`config.mk`:
```
export PLATFORM = sky130hd
export DESIGN_NAME = mul_div_seq
export DESIGN_NICKNAME = d
export VERILOG_FILES = /design/src/rtl/muldiv_pkg.sv /design/src/rtl/muldiv_addsub.sv /design/src/rtl/mul_div_seq.sv
export SDC_FILE = /design/constraint.sdc
export NUM_CORES = 1
export LEC_CHECK = 0
export CORE_MARGIN = 5
export CORE_UTILIZATION = 55
export CTS_CLUSTER_SIZE = 14
export DETAILED_ROUTE_END_ITERATION = 6
export PLACE_DENSITY = 0.8
export SYNTH_ARGS = -nofsm -noshare
export SYNTH_HDL_FRONTEND = slang
export SYNTH_SLANG_ARGS = --single-unit
```
`constraint.sdc`:
```
create_clock -name clk -period 6.1 [get_ports clk]
set_input_delay 1.525 -clock clk [delete_from_list [all_inputs] [get_ports clk]]
set_output_delay 1.525 -clock clk [all_outputs]
set_load 0.05 [all_outputs]
```
`src/rtl/muldiv_pkg.sv`:
```
// Shared types and constants for the sequential multiply/divide unit.
// Helpers for magnitude and conditional negation are used by the divide
// path, which is compiled in only when MULDIV_DIV_EN is defined.
package muldiv_pkg;

  typedef enum logic [1:0] {
    IDLE = 2'd0,
    CALC = 2'd1,
    FIX  = 2'd2,
    DONE = 2'd3
  } state_t;

  localparam logic        OP_MUL      = 1'b0;
  localparam logic        OP_DIV      = 1'b1;
  localparam int          MULDIV_ITER = 32;
  localparam logic [31:0] DIV0_LO     = 32'hFFFFFFFF;

  // Two's complement magnitude; 0x80000000 maps to itself (read as unsigned 2^31).
  function automatic logic [31:0] abs32(input logic [31:0] v);
    return v[31] ? (32'd0 - v) : v;
  endfunction

  // Negate v when neg is set.
  function automatic logic [31:0] neg_if(input logic [31:0] v, input logic neg);
    return neg ? (32'd0 - v) : v;
  endfunction

endpackage

```
`src/rtl/muldiv_addsub.sv`:
```
// 33-bit combinational adder/subtractor shared by the Booth step and the
// restoring-divide trial subtraction.
module muldiv_addsub #(
  parameter int W = 33
) (
  input  logic [W-1:0] a,
  input  logic [W-1:0] b,
  input  logic         sub,
  output logic [W-1:0] y
);

  // Single adder: subtract when sub is set, otherwise add.
  always_comb begin
    if (sub) begin
      y = a - b;
    end else begin
      y = a + b;
    end
  end

endmodule

```
`src/rtl/mul_div_seq.sv`:
```
// Sequential signed 32x32 multiply (radix-2 Booth) and 32/32 divide
// (magnitude restoring) unit, one bit per clock, 64-bit HI/LO result.
// Optional feature macro: MULDIV_DIV_EN. When undefined, no divide
// hardware is built and a divide request completes quickly with err=1.
module mul_div_seq
  import muldiv_pkg::*;
#(
  parameter int WIDTH = 32
) (
  input  logic             clk,
  input  logic             clr,
  input  logic [WIDTH-1:0] A,
  input  logic [WIDTH-1:0] B,
  input  logic             op,
  input  logic             start,
  output logic             busy,
  output logic             done,
  output logic [WIDTH-1:0] HI,
  output logic [WIDTH-1:0] LO,
  output logic             err
);

  localparam logic [WIDTH-1:0] ZERO_W   = {WIDTH{1'b0}};
  localparam logic [WIDTH:0]   ZERO_W1  = {(WIDTH + 1){1'b0}};
  localparam logic [4:0]       LAST_CNT = 5'(MULDIV_ITER - 1);

  state_t           state_r;
  logic [4:0]       cnt_r;
  logic             op_r;
  logic [WIDTH-1:0] mcand_r;   // B for multiply, |B| for divide
  logic [WIDTH:0]   p_hi_r;    // Booth upper accumulator / divide remainder
  logic [WIDTH-1:0] p_lo_r;    // Booth lower accumulator / divide quotient
  logic             q_m1_r;    // Booth q(-1)
  logic             busy_r;
  logic             done_r;
  logic [WIDTH-1:0] hi_r;
  logic [WIDTH-1:0] lo_r;
  logic             err_r;
`ifdef MULDIV_DIV_EN
  logic             sign_q_r;
  logic             sign_r_r;
  logic             div0_r;
`endif

  logic [WIDTH:0]   booth_b_s;
  logic             booth_sub_s;
  logic [WIDTH:0]   add_a_s;
  logic [WIDTH:0]   add_b_s;
  logic             add_sub_s;
  logic [WIDTH:0]   sum_s;
  logic             accept_s;

  assign busy = busy_r;
  assign done = done_r;
  assign HI   = hi_r;
  assign LO   = lo_r;
  assign err  = err_r;

  // Booth recoding of {q0, q-1}: add B, subtract B, or pass through.
  always_comb begin
    booth_b_s   = ZERO_W1;
    booth_sub_s = 1'b0;
    case ({p_lo_r[0], q_m1_r})
      2'b01: begin
        booth_b_s   = {mcand_r[WIDTH-1], mcand_r};
        booth_sub_s = 1'b0;
      end
      2'b10: begin
        booth_b_s   = {mcand_r[WIDTH-1], mcand_r};
        booth_sub_s = 1'b1;
      end
      default: begin
        booth_b_s   = ZERO_W1;
        booth_sub_s = 1'b0;
      end
    endcase
  end

`ifdef MULDIV_DIV_EN
  // Adder operand select: trial subtraction of |B| from the shifted remainder, or the Booth step.
  always_comb begin
    add_a_s   = p_hi_r;
    add_b_s   = booth_b_s;
    add_sub_s = booth_sub_s;
    if (op_r == OP_DIV) begin
      add_a_s   = {p_hi_r[WIDTH-1:0], p_lo_r[WIDTH-1]};
      add_b_s   = {1'b0, mcand_r};
      add_sub_s = 1'b1;
    end else begin
      add_a_s   = p_hi_r;
      add_b_s   = booth_b_s;
      add_sub_s = booth_sub_s;
    end
  end
`else
  // Adder operand select: only the Booth step exists without the divide datapath.
  always_comb begin
    add_a_s   = p_hi_r;
    add_b_s   = booth_b_s;
    add_sub_s = booth_sub_s;
  end
`endif

  muldiv_addsub #(.W(WIDTH + 1)) u_addsub (
    .a   (add_a_s),
    .b   (add_b_s),
    .sub (add_sub_s),
    .y   (sum_s)
  );

  assign accept_s = start && ((state_r == IDLE) || (state_r == DONE));

  // Control FSM, iteration counter, operand/accumulator registers and result registers.
  always_ff @(posedge clk) begin
    if (clr) begin
      state_r  <= IDLE;
      cnt_r    <= 5'd0;
      op_r     <= OP_MUL;
      mcand_r  <= ZERO_W;
      p_hi_r   <= ZERO_W1;
      p_lo_r   <= ZERO_W;
      q_m1_r   <= 1'b0;
      busy_r   <= 1'b0;
      done_r   <= 1'b0;
      hi_r     <= ZERO_W;
      lo_r     <= ZERO_W;
      err_r    <= 1'b0;
`ifdef MULDIV_DIV_EN
      sign_q_r <= 1'b0;
      sign_r_r <= 1'b0;
      div0_r   <= 1'b0;
`endif
    end else if (accept_s) begin
      op_r    <= op;
      cnt_r   <= 5'd0;
      p_hi_r  <= ZERO_W1;
      q_m1_r  <= 1'b0;
      busy_r  <= 1'b1;
      done_r  <= 1'b0;
`ifdef MULDIV_DIV_EN
      if (op == OP_DIV) begin
        sign_q_r <= A[WIDTH-1] ^ B[WIDTH-1];
        sign_r_r <= A[WIDTH-1];
        mcand_r  <= abs32(B);
        if (B == ZERO_W) begin
          // Keep the raw dividend so it can be returned in HI.
          div0_r  <= 1'b1;
          p_lo_r  <= A;
          state_r <= FIX;
        end else begin
          div0_r  <= 1'b0;
          p_lo_r  <= abs32(A);
          state_r <= CALC;
        end
      end else begin
        sign_q_r <= 1'b0;
        sign_r_r <= 1'b0;
        div0_r   <= 1'b0;
        mcand_r  <= B;
        p_lo_r   <= A;
        state_r  <= CALC;
      end
`else
      mcand_r <= B;
      p_lo_r  <= A;
      state_r <= (op == OP_DIV) ? FIX : CALC;
`endif
    end else begin
      case (state_r)
        IDLE: begin
          done_r <= 1'b0;
          busy_r <= 1'b0;
        end
        CALC: begin
`ifdef MULDIV_DIV_EN
          if (op_r == OP_DIV) begin
            if (!sum_s[WIDTH]) begin
              p_hi_r <= sum_s;
              p_lo_r <= {p_lo_r[WIDTH-2:0], 1'b1};
            end else begin
              p_hi_r <= {1'b0, p_hi_r[WIDTH-2:0], p_lo_r[WIDTH-1]};
              p_lo_r <= {p_lo_r[WIDTH-2:0], 1'b0};
            end
          end else begin
            p_hi_r <= {sum_s[WIDTH], sum_s[WIDTH:1]};
            p_lo_r <= {sum_s[0], p_lo_r[WIDTH-1:1]};
            q_m1_r <= p_lo_r[0];
          end
`else
          p_hi_r <= {sum_s[WIDTH], sum_s[WIDTH:1]};
          p_lo_r <= {sum_s[0], p_lo_r[WIDTH-1:1]};
          q_m1_r <= p_lo_r[0];
`endif
          cnt_r <= cnt_r + 5'd1;
          if (cnt_r == LAST_CNT) begin
            state_r <= FIX;
          end else begin
            state_r <= CALC;
          end
        end
        FIX: begin
`ifdef MULDIV_DIV_EN
          if (op_r == OP_DIV) begin
            if (div0_r) begin
              hi_r  <= p_lo_r;
              lo_r  <= DIV0_LO;
              err_r <= 1'b1;
            end else begin
              hi_r  <= neg_if(p_hi_r[WIDTH-1:0], sign_r_r);
              lo_r  <= neg_if(p_lo_r, sign_q_r);
              err_r <= 1'b0;
            end
          end else begin
            hi_r  <= p_hi_r[WIDTH-1:0];
            lo_r  <= p_lo_r;
            err_r <= 1'b0;
          end
`else
          if (op_r == OP_DIV) begin
            hi_r  <= ZERO_W;
            lo_r  <= ZERO_W;
            err_r <= 1'b1;
          end else begin
            hi_r  <= p_hi_r[WIDTH-1:0];
            lo_r  <= p_lo_r;
            err_r <= 1'b0;
          end
`endif
          busy_r  <= 1'b0;
          done_r  <= 1'b1;
          state_r <= DONE;
        end
        DONE: begin
          done_r  <= 1'b0;
          busy_r  <= 1'b0;
          state_r <= IDLE;
        end
        default: begin
          done_r  <= 1'b0;
          busy_r  <= 1'b0;
          state_r <= IDLE;
        end
      endcase
    end
  end

endmodule

```
==> results.py, run 1 <==
metrics = {
    "logic_synthesis": {
        "syn_area_per_cell_um2": 7.92,
        "synth-seq-cells": 172,
        "synth_edf_count": 0,
        "synth_cell_types": 71,
        "synthFlopType": "dfxtp_1",
        "yosysSeqAreaShare_pct": 36.6,
        "synthTopCellsByArea": "dfxtp_1 (37%), a21oi_1 (8.2%), nor2_1 (6.7%), ha_1 (5.3%), mux2i_1 (5.2%)",
        "netlist.area_leader.share_pct": 36.6,
        "synth_top_cell_by_area": "dfxtp_1",
        "synthArstFlopShare_pct": 0,
        "synth_cells": 1188,
        "synthesis.nets": 1297,
        "syn_area_um2": 9410,
        "ys.warnings.count": 0,
    },
    "timing": {
        "rsz0062_at_grt": "no",
        "setup_viol": 0,
        "setup_ws_ps": 1050,
        "final_hold_viol_count": 0,
        "slew_headroom_pct": 26.6,
        "clock.fmax_ghz": 0.198,
        "setup_tns_ps": 0,
        "skew_ps": 10.1,
        "drv_slew": 0,
        "fin_crit_ps": 5050,
        "worstMarginPinSlew_ps": 1100,
        "final.period_utilization_pct": 82.9,
    },
    "final_layout": {
        "drive_gt1_share_pct": 5.06,
        "antenna_cells": 0,
        "fin_cells": 1504,
        "final_cell_mix": "dfxtp_1 (172), nor2_1 (168), a21oi_1 (154)",
        "nNetsFinal": 1380,
        "area_growth_pct": 21.3,
        "fin_area_um2": 11400,
        "layout_commonest_cell": "dfxtp_1",
    },
    "clock_network": {
        "post_cts_resized": 0,
        "cts-root-buf": "clkbuf_16",
        "cts_setup_buffers": 0,
        "cts_tree": "done",
        "numClockSinks": 172,
        "clk_path_buf_depth": 2,
        "clkTransAtPathRegs_ps": 70,
        "numCtsBuffers": 17,
        "cts_max_level": 4,
        "cts_hold_repair.buffers": 0,
        "insertion_delay_ps": 440,
    },
    "critical_path": {
        "path_class": "flip-flop to flip-flop",
        "crit_path_start_kind": "flip-flop",
        "worstPathMaxFanout": 36,
        "end_kind": "flip-flop",
        "required_ps": 6480,
        "worstPathArrival_ps": 5430,
    },
    "grt": {
        "grt-ovfl-total": 0,
        "gr-usage-all-layers_pct": 23.8,
        "grt_pass1_wl_um": 39300,
        "antenna_found_initial": 0,
        "grt_max_degree": 103,
        "grt_pass1_vias": 7957,
    },
    "routing": {
        "drtIter0Drc": 817,
        "wirelength_um": 23700,
        "num_vias": 8587,
        "drc_errors": 0,
        "antenna_left": 0,
        "detail_route.first_pass.iterations": 7,
        "via_per_inst": 5.71,
        "routedWlPerCell_um": 15.8,
    },
    "floorplanning": {
        "die_x_um": 141,
        "die_y_um": 141,
        "start_util_pct": 56.3,
        "row_count": 47,
        "num_io_pins": 135,
        "die-area_um2": 19800,
        "coreArea_um2": 16700,
    },
    "worst_hold_path": {
        "hold_path_class": "flip-flop to flip-flop",
    },
    "placed_design": {
        "post_dp_cell_area_um2": 10800,
        "dp_cells": 1472,
        "pre_cts_slack_ps": 1180,
        "place_congestion": 0.932,
        "dp_hpwl_um": 16500,
        "port_buffers": 134,
    },
    "run_status": {
        "outcome": "completed",
    },
    "power": {
        "p_leak_nw": 4.26,
        "p_per_area_nw_per_um2": 541,
        "irDropWorstVdd_uv": 266,
    },
    "run": {
        "cap_violations": 0,
    },
}
==> power breakdown <==
part | internal [mW] | switching, mW | leakage [nW]
logic | 1.41 | 2.11 | 2.57
clock network | 0.586 | 0.507 | 0.292
registers | 1.33 | 0.218 | 1.40
total | 3.33 | 2.84 | 4.26
==> per-stage QoR <==
step / hold WS, ps / util (%) / total power [mW]
final: 467 / 68.3 / 6.17
after global routing: 485 / 68.3 / 6.64
after CTS: 470 / 68.3 / 6.16
after detailed placement: 458 / 64.7 / 5.03
after global placement: 454 / 64.7 / 4.98
after floorplan: 444 / - / 4.27
==> Yosys cell counts (3+ instances only) <==
master and number:
dfxtp_1 172, o211ai_1 13, o21ai_0 27, xor2_1 12, clkbuf_1 57, a21o_1 10, mux2i_1 49, nor2b_1 51
nor2_1 168, a31oi_1 10, o31ai_1 4, inv_1 26, a21oi_1 154, nand3_1 20, and3_1 3, o21ai_1 4
buf_1 15, nor4_1 6, or3_1 4, nor3_1 21, ha_1 40, nand2_1 114, buf_2 7, nand4_1 11
a211oi_1 39, nand3b_1 31, o22a_1 5, o21a_1 3, xnor2_1 28, nand2b_1 31, o2111ai_1 3
==> critical path, cell delays in order (launching register included) <==
cell and delay [ps]:
dfxtp_1 330, inv_1 40, ha_1 260, buf_4 340
inv_2 290, nand2_1 170, ha_1 200, o21ai_0 200
a21oi_2 300, o21a_2 260, nand3_1 120, a21oi_1 210
a21oi_1 90, o22a_1 220, ha_1 360, nand4_1 190
nor3_1 350, inv_1 70, o22ai_1 170, a211oi_1 90
or3_1 410, a31oi_1 190, a41o_1 120
==> sequential cells by signal, summed over array words and instances, names as in the netlist <==
name	count
q_m1_r	1
LO	32
busy	1
HI	32
state_r	2
op_r	1
cnt_r	5
mcand_r	32
p_lo_r	32
add_a_s	32
done	1
err	1
==> area by class of cell <==
type                       instances  area [um^2]
inverter                          27          101
tap                              220          275
clock inverter                    15          179
timing repair buffer             144         1410
multi-input combinational        909         5570
fill                            1402         5290
clock buffer                      17          425
sequential                       172         3440
==> layer usage <==
| layer | global-route usage [%] | up-vias | wire, um |
|---|---|---|---|
| met2 | 37.1 | 237 | 10600 |
| met4 | 6.99 | 0 | 402 |
| met1 | 32.6 | 3981 | 11100 |
| met5 | 0 | - | 0 |
| li1 | - | 4331 | - |
| met3 | 6.20 | 38 | 1590 |
==> worst paths after layout <==
kind | from | end | slack [ps] | cells after the start
max | q_m1_r | add_a_s[31] | 1050 | 22
min | HI[11] | HI[11] | 470 | 2
max reg2reg | q_m1_r | add_a_s[31] | 1050 | 22
min reg2reg | HI[11] | HI[11] | 470 | 2
==> cells by family (layout without fill, tap and decap cells) <==
family,count (synthesis),count (layout),synth area share (%)
AO/OA/AOI/OAI,303,303,20.0
buffers and inverters,107,203,4.44
flip-flops,172,172,36.6
multiplexers,50,50,5.33
XOR/XNOR,40,40,3.72
adder cells (fa/ha/maj),41,41,5.53
AND/OR/NAND/NOR,475,475,24.4
Note: power is estimated with default switching activity, not from simulation.
==> run 2: changes to the inputs <==
==> constraint.sdc (replaced) <==
create_clock -name clk -period 4.9 [get_ports clk]
set_input_delay 1.225 -clock clk [delete_from_list [all_inputs] [get_ports clk]]
set_output_delay 1.225 -clock clk [all_outputs]
set_load 0.05 [all_outputs]
==> run 2 against run 1 <==
  * Register-to-register slack worse by 610 ps
  * Critical path depth down 1
  * Final cell count about the same
  * Utilization rose by 0.083 points
==> results.py, run 2 (same netlist as run 1, synthesis figures left out) <==
metrics = {
    "run_status": {
        "outcome": "completed",
    },
    "routing": {
        "antenna_left": 0,
        "detail_route.first_pass.iterations": 7,
        "routedWlPerCell_um": 16.3,
        "wirelength_um": 24500,
        "drtIter0Drc": 632,
        "via_per_inst": 5.74,
        "drc_errors": 0,
        "num_vias": 8645,
    },
    "critical_path": {
        "crit_top_cell": "ha_1",
        "max_stage_delay_ps": 370,
        "end_kind": "flip-flop",
        "path_class": "flip-flop to flip-flop",
        "critPathTopFamily": "compound AO/OA/AOI/OAI gates",
        "worstPathMaxFanout": 7,
        "worstPathArrival_ps": 4810,
        "path_cells": "inv_1 -> ha_1 -> inv_2 -> nand2_1 -> ha_1 -> o21ai_0 -> a21oi_2 -> o21a_2 -> nand3_1 -> a21oi_1 -> nor2_1 -> xnor2_1 -> ha_1 -> nand2_1 -> o21ai_0 -> o41ai_2 -> o22ai_1 -> a211oi_1 -> or3_1 -> a31oi_1 -> a41o_1",
        "slowest_stage": "o41ai_2",
        "required_ps": 5240,
        "crit_path_start_kind": "flip-flop",
        "path_buf_inv": 2,
    },
    "power": {
        "irDropWorstVdd_uv": 345,
        "p_comb_share_pct": 57.7,
        "p_int_mw": 4.12,
        "switching_share_pct": 46.7,
        "p_seq_share_pct": 24.9,
        "p_per_area_nw_per_um2": 677,
        "p_sw_mw": 3.61,
        "p_total_mw": 7.73,
        "clockPowerShare_pct": 17.3,
        "p_leak_nw": 4.27,
    },
    "grt": {
        "grt-ovfl-total": 0,
        "grt_pass1_wl_um": 40600,
        "grt_max_degree": 96,
        "gr-usage-all-layers_pct": 24.6,
        "antenna_found_initial": 0,
        "grt_pass1_vias": 8193,
    },
    "clock_network": {
        "clkTransAtPathRegs_ps": 70,
        "cts-root-buf": "clkbuf_16",
        "cts_tree": "done",
        "numClockSinks": 172,
        "insertion_delay_ps": 440,
        "numCtsBuffers": 17,
        "clk_path_buf_depth": 2,
        "cts_hold_repair.buffers": 0,
        "cts_max_level": 4,
    },
    "final_layout": {
        "multiInputGateArea_um2": 5590,
        "final_cell_mix": "dfxtp_1 (172), nor2_1 (168), a21oi_1 (154)",
        "fin_cells": 1505,
        "final_core_util_pct": 68.4,
        "fillers": 1389,
        "regArea_um2": 3440,
        "antenna_cells": 0,
        "nNetsFinal": 1381,
        "area_growth_pct": 21.4,
        "layout_commonest_cell": "dfxtp_1",
        "drive_gt1_share_pct": 5.29,
    },
    "timing": {
        "clock.fmax_ghz": 0.224,
        "setup_viol": 0,
        "final_hold_viol_count": 0,
        "fin_crit_ps": 4470,
        "setup_tns_ps": 0,
        "slew_headroom_pct": 29.3,
        "final.period_utilization_pct": 91.1,
        "worstMarginPinSlew_ps": 1060,
        "drv_slew": 0,
        "skew_ps": 11.6,
    },
    "floorplanning": {
        "num_io_pins": 135,
        "die-area_um2": 19800,
        "start_util_pct": 56.3,
        "coreArea_um2": 16700,
        "die_x_um": 141,
        "die_y_um": 141,
        "row_count": 47,
    },
    "placed_design": {
        "port_buffers": 134,
        "place_congestion": 0.985,
        "dp_cells": 1473,
        "dp_hpwl_um": 16900,
    },
    "run": {
        "cap_violations": 0,
    },
    "worst_hold_path": {
        "hold_path_class": "flip-flop to flip-flop",
    },
}
## run 2: cell count changes in the layout (fill, tap and decap cells not counted)
cell        delta
buf_6          +1
bufinv_16      -1
clkinv_4       -1
clkinv_8       +1
clkinvlp_4     -1
inv_6          +1
inv_8          +1
nor3_1         -1
nor3_2         +1
o41ai_1        -1
o41ai_2        +1
## run 2: power groups by stage
stage | registers [mW] | clock network (mW) | logic, mW
floorplan | 1.97 | 0 | 3.35
global placement | 1.95 | 0 | 4.30
detailed placement | 1.95 | 0 | 4.33
CTS | 1.92 | 1.35 | 4.39
global route | 1.96 | 1.42 | 4.92
finish | 1.93 | 1.34 | 4.46
## run 2: metal layers
| metal | wire length (um) | vias to the layer above | GRT usage (%) | part of all wire [%] |
|---|---|---|---|---|
| met3 | 2160 | 57 | 8.40 | 8.8 |
| met5 | 0 | - | 0 | 0 |
| li1 | - | 4339 | - | - |
| met1 | 10800 | 3955 | 31.7 | 44 |
| met4 | 651 | 0 | 8.52 | 2.7 |
| met2 | 10900 | 294 | 38.7 | 44 |
## run 2: final cells by class
cell class / count / share of cell area [%]
Tap cell: 220 / 2.41
Timing Repair Buffer: 145 / 12.5
Multi-Input combinational cell: 909 / 48.9
Inverter: 27 / 0.887
Clock inverter: 15 / 1.48
Sequential cell: 172 / 30.1
Clock buffer: 17 / 3.72
## run 2: tightest hold or removal path, cell delays in order (launching register included)
cell,delay [ps]
dfxtp_1,310
nand2b_1,60
a21oi_1,50
## run 2: worst paths after layout
| kind | from | endpoint | slack, ps | cells past startpoint |
|---|---|---|---|---|
| worst max-delay path | q_m1_r | add_a_s[31] | 430 | 21 |
| worst min-delay path | HI[10] | HI[10] | 470 | 2 |
| worst max register to register | q_m1_r | add_a_s[31] | 430 | 21 |
| worst min register to register | HI[10] | HI[10] | 470 | 2 |
## run 2: per-stage QoR
stage	worst slack, ps	hold WS (ps)	area [um^2]
finish	435	468	11400
global route	-9.13	484	11400
CTS	284	471	11400
detailed placement	448	459	10800
global placement	617	456	10800
floorplan	658	444	9410
## run 2: timing repair
| item | in CTS | in global routing |
|---|---|---|
| setup endpoints to repair | 0 | 2 |
| endpoints found under the hold margin | 0 | 0 |
| buffers inserted | 0 | 0 |
| gates resized for setup | 0 | 3 |
==> run 3: changes to the inputs <==
--- a/config.mk
+++ b/config.mk
@@ -5,6 +5,8 @@
 export SDC_FILE = /design/constraint.sdc
 export NUM_CORES = 1
 export LEC_CHECK = 0
+export ABC_AREA = 1
+export CAP_MARGIN = 20
 export CORE_MARGIN = 5
 export CORE_UTILIZATION = 55
 export CTS_CLUSTER_SIZE = 14
==> run 3 against run 2 <==
  * Via count rose by 11%
  * Maximum frequency rose by 15%
  * Routed wire length rose by 12%
  * Utilization fell by 0.86 points
  * Die area rose by 0.42%
  * Sequential cell count did not move
  * Synthesized cell count rose by 21%
  * Sequential share of layout area fell by 0.25 points
  * Critical endpoint is now add_a_s[27]
  * Largest cell class unchanged
  * Highest routed layer unchanged
==> results.py, run 3 <==
metrics = {
    "timing": {
        "fin_crit_ps": 3870,
        "setup_tns_ps": 0,
        "clock.fmax_ghz": 0.258,
        "worstMarginPinSlew_ps": 968,
        "drv_slew": 0,
        "hold_ws_ps": 463,
        "final.period_utilization_pct": 79.0,
        "final_hold_viol_count": 0,
        "rsz0062_at_grt": "no",
        "setup_viol": 0,
        "skew_ps": 14.0,
        "slew_headroom_pct": 35.5,
    },
    "clock_network": {
        "numClockSinks": 172,
        "cts_max_level": 4,
        "cts_tree": "done",
        "cts_setup_buffers": 0,
        "cts_hold_repair.buffers": 0,
        "cts-root-buf": "clkbuf_16",
        "clkTransAtPathRegs_ps": 70,
        "post_cts_resized": 0,
        "numCtsBuffers": 17,
        "clk_path_buf_depth": 2,
        "insertion_delay_ps": 440,
    },
    "logic_synthesis": {
        "muxShareOfSynthArea_pct": 0,
        "synthFlopType": "dfxtp_1",
        "synth_edf_count": 0,
        "syn_area_per_cell_um2": 6.59,
        "yosysMostFrequentCell": "nand2_1",
        "synth_compound_area_share_pct": 15.5,
        "synth_top_family_by_area": "simple AND/OR/NAND/NOR gates",
        "synth_top_cell_by_area": "dfxtp_1",
        "synth-seq-cells": 172,
        "synth-xor-area-share_pct": 4.17,
        "yosysSeqAreaShare_pct": 36.4,
        "synthArstFlopShare_pct": 0,
        "ys.warnings.count": 0,
        "yosys.area_share.simple_pct": 30.4,
        "synthTopCellsByCount": "nand2_1 (410), nor2_1 (195), dfxtp_1 (172)",
        "syn_area_um2": 9450,
        "synth-adder-area-share_pct": 5.51,
        "synth_cell_types": 41,
        "synthTopCellsByArea": "dfxtp_1 (36%), nand2_1 (16%), nor2_1 (7.7%), a21oi_1 (6.5%), ha_1 (5.3%)",
        "synth_cells": 1435,
        "netlist.area_leader.share_pct": 36.4,
        "synthesis.nets": 1544,
    },
    "final_layout": {
        "layout_commonest_cell": "nand2_1",
        "regArea_um2": 3440,
        "fin_area_um2": 11500,
        "final_core_util_pct": 67.5,
        "final_cell_mix": "nand2_1 (409), nor2_1 (194), dfxtp_1 (172)",
        "area_growth_pct": 21.9,
        "antenna_cells": 0,
        "multiInputGateArea_um2": 5260,
        "drive_gt1_share_pct": 4.59,
        "fillers": 1537,
        "nNetsFinal": 1643,
    },
    "critical_path": {
        "slowest_stage": "ha_1",
        "end_kind": "flip-flop",
        "crit_top_cell": "nand2_1",
        "crit_path_start_kind": "flip-flop",
        "r2r_cells": 22,
        "path_buf_inv": 4,
        "r2r_setup_slack_ps": 1030,
        "worstPathArrival_ps": 4200,
        "max_stage_delay_ps": 390,
        "required_ps": 5230,
        "path_cells": "inv_1 -> ha_1 -> inv_2 -> nand2_1 -> ha_1 -> nand3_1 -> nor2_1 -> nand3_2 -> nor3_2 -> a21oi_1 -> xor2_1 -> inv_1 -> ha_1 -> nand2_1 -> nor2_1 -> nand2_1 -> nor4_1 -> nand2_1 -> nand2_1 -> nor2_1 -> o21ai_0 -> inv_1",
        "timing.rr.start": "q_m1_r",
        "path_class": "flip-flop to flip-flop",
        "critPathTopFamily": "simple AND/OR/NAND/NOR gates",
        "r2r-end": "add_a_s[27]",
        "worstPathMaxFanout": 15,
    },
    "routing": {
        "detail_route.first_pass.iterations": 5,
        "routedWlPerCell_um": 15.5,
        "drtIter0Drc": 891,
        "wirelength_um": 27500,
        "antenna_left": 0,
        "num_vias": 9577,
        "drc_errors": 0,
        "via_per_inst": 5.40,
    },
    "placed_design": {
        "place_congestion": 0.965,
        "dp_hpwl_um": 19900,
        "post_dp_cell_area_um2": 10900,
        "port_buffers": 134,
    },
    "run_status": {
        "outcome": "completed",
    },
    "worst_hold_path": {
        "whs_path_depth": 2,
        "hold_path_class": "flip-flop to flip-flop",
        "hold_end": "HI[23]",
        "worstHoldStart": "HI[23]",
    },
    "grt": {
        "gr-usage-all-layers_pct": 27.2,
        "grt-ovfl-total": 0,
        "grt_pass1_wl_um": 44200,
        "grt_max_degree": 90,
        "grt_pass1_vias": 8832,
        "antenna_found_initial": 0,
    },
    "floorplanning": {
        "die_x_um": 141,
        "start_util_pct": 55.4,
        "die_y_um": 141,
        "row_count": 48,
        "coreArea_um2": 17100,
        "die-area_um2": 19900,
        "num_io_pins": 135,
    },
    "run": {
        "cap_violations": 0,
    },
}
## run 3: changes by cell type in the layout (fill, tap and decap cells not counted), sizes merged, moves of 31 or more
cell | before | now
a211oi | 40 | 0
inv | 36 | 136
o21ai | 32 | 95
a21oi | 155 | 123
nand2 | 114 | 415
nor2 | 168 | 199
nand3 | 20 | 63
nand2b | 31 | 0
mux2i | 49 | 0
nor2b | 51 | 0
## run 3: worst min-delay path, stage by stage, from the launching register on
cell     delay (ps)
dfxtp_1         310
nand2_1          60
a21oi_1          50
## run 3: metrics by stage
| stage | worst slack, ps | instances |
|---|---|---|
| after floorplan | 1770 | 1435 |
| after global placement | 1090 | 1737 |
| after detailed placement | 1050 | 1738 |
| after CTS | 1040 | 1770 |
| after global routing | 651 | 1772 |
| final | 1030 | 1772 |
## run 3: cells by family (layout without fill, tap and decap cells)
logic type | count (synthesis) | in the layout
and+or+nand+nor | 712 | 712
AOI/OAI and AO/OA | 272 | 272
buffers and inverters | 193 | 305
DFF | 172 | 172
xor gates and xnor gates | 45 | 45
adders and majority gates | 41 | 41
## run 3: metal layers
metal | GRT usage [%] | wire length [um] | up-vias
li1 | - | - | 4835
met1 | 38.5 | 12800 | 4378
met2 | 42.2 | 12300 | 325
met3 | 4.99 | 1930 | 39
met4 | 8.16 | 494 | 0
met5 | 0 | 0 | -
## run 3: area by class of cell
| class | instances | area share [%] |
|---|---|---|
| multi-input combinational | 1070 | 45.7 |
| sequential | 172 | 29.9 |
| tap | 225 | 2.44 |
| inverter | 128 | 4.17 |
| clock buffer | 17 | 3.69 |
| timing repair buffer | 145 | 12.7 |
| clock inverter | 15 | 1.46 |
## run 3: how the worst max path moves through the flow
| stage | start | endpoint | slack [ps] | depth (start not counted) |
|---|---|---|---|---|
| floorplan | q_m1_r | add_a_s[30] | 1770 | 24 |
| global placement | q_m1_r | add_a_s[27] | 1090 | 22 |
| detailed placement | q_m1_r | add_a_s[27] | 1050 | 22 |
| CTS | q_m1_r | add_a_s[27] | 1040 | 22 |
| global route | p_lo_r[0] | add_a_s[25] | 650 | 22 |
| finish | q_m1_r | add_a_s[27] | 1030 | 22 |
Power of run 3 is not shown: default switching activity piles up to over one toggle a cycle in this logic, so the estimate is an artifact.
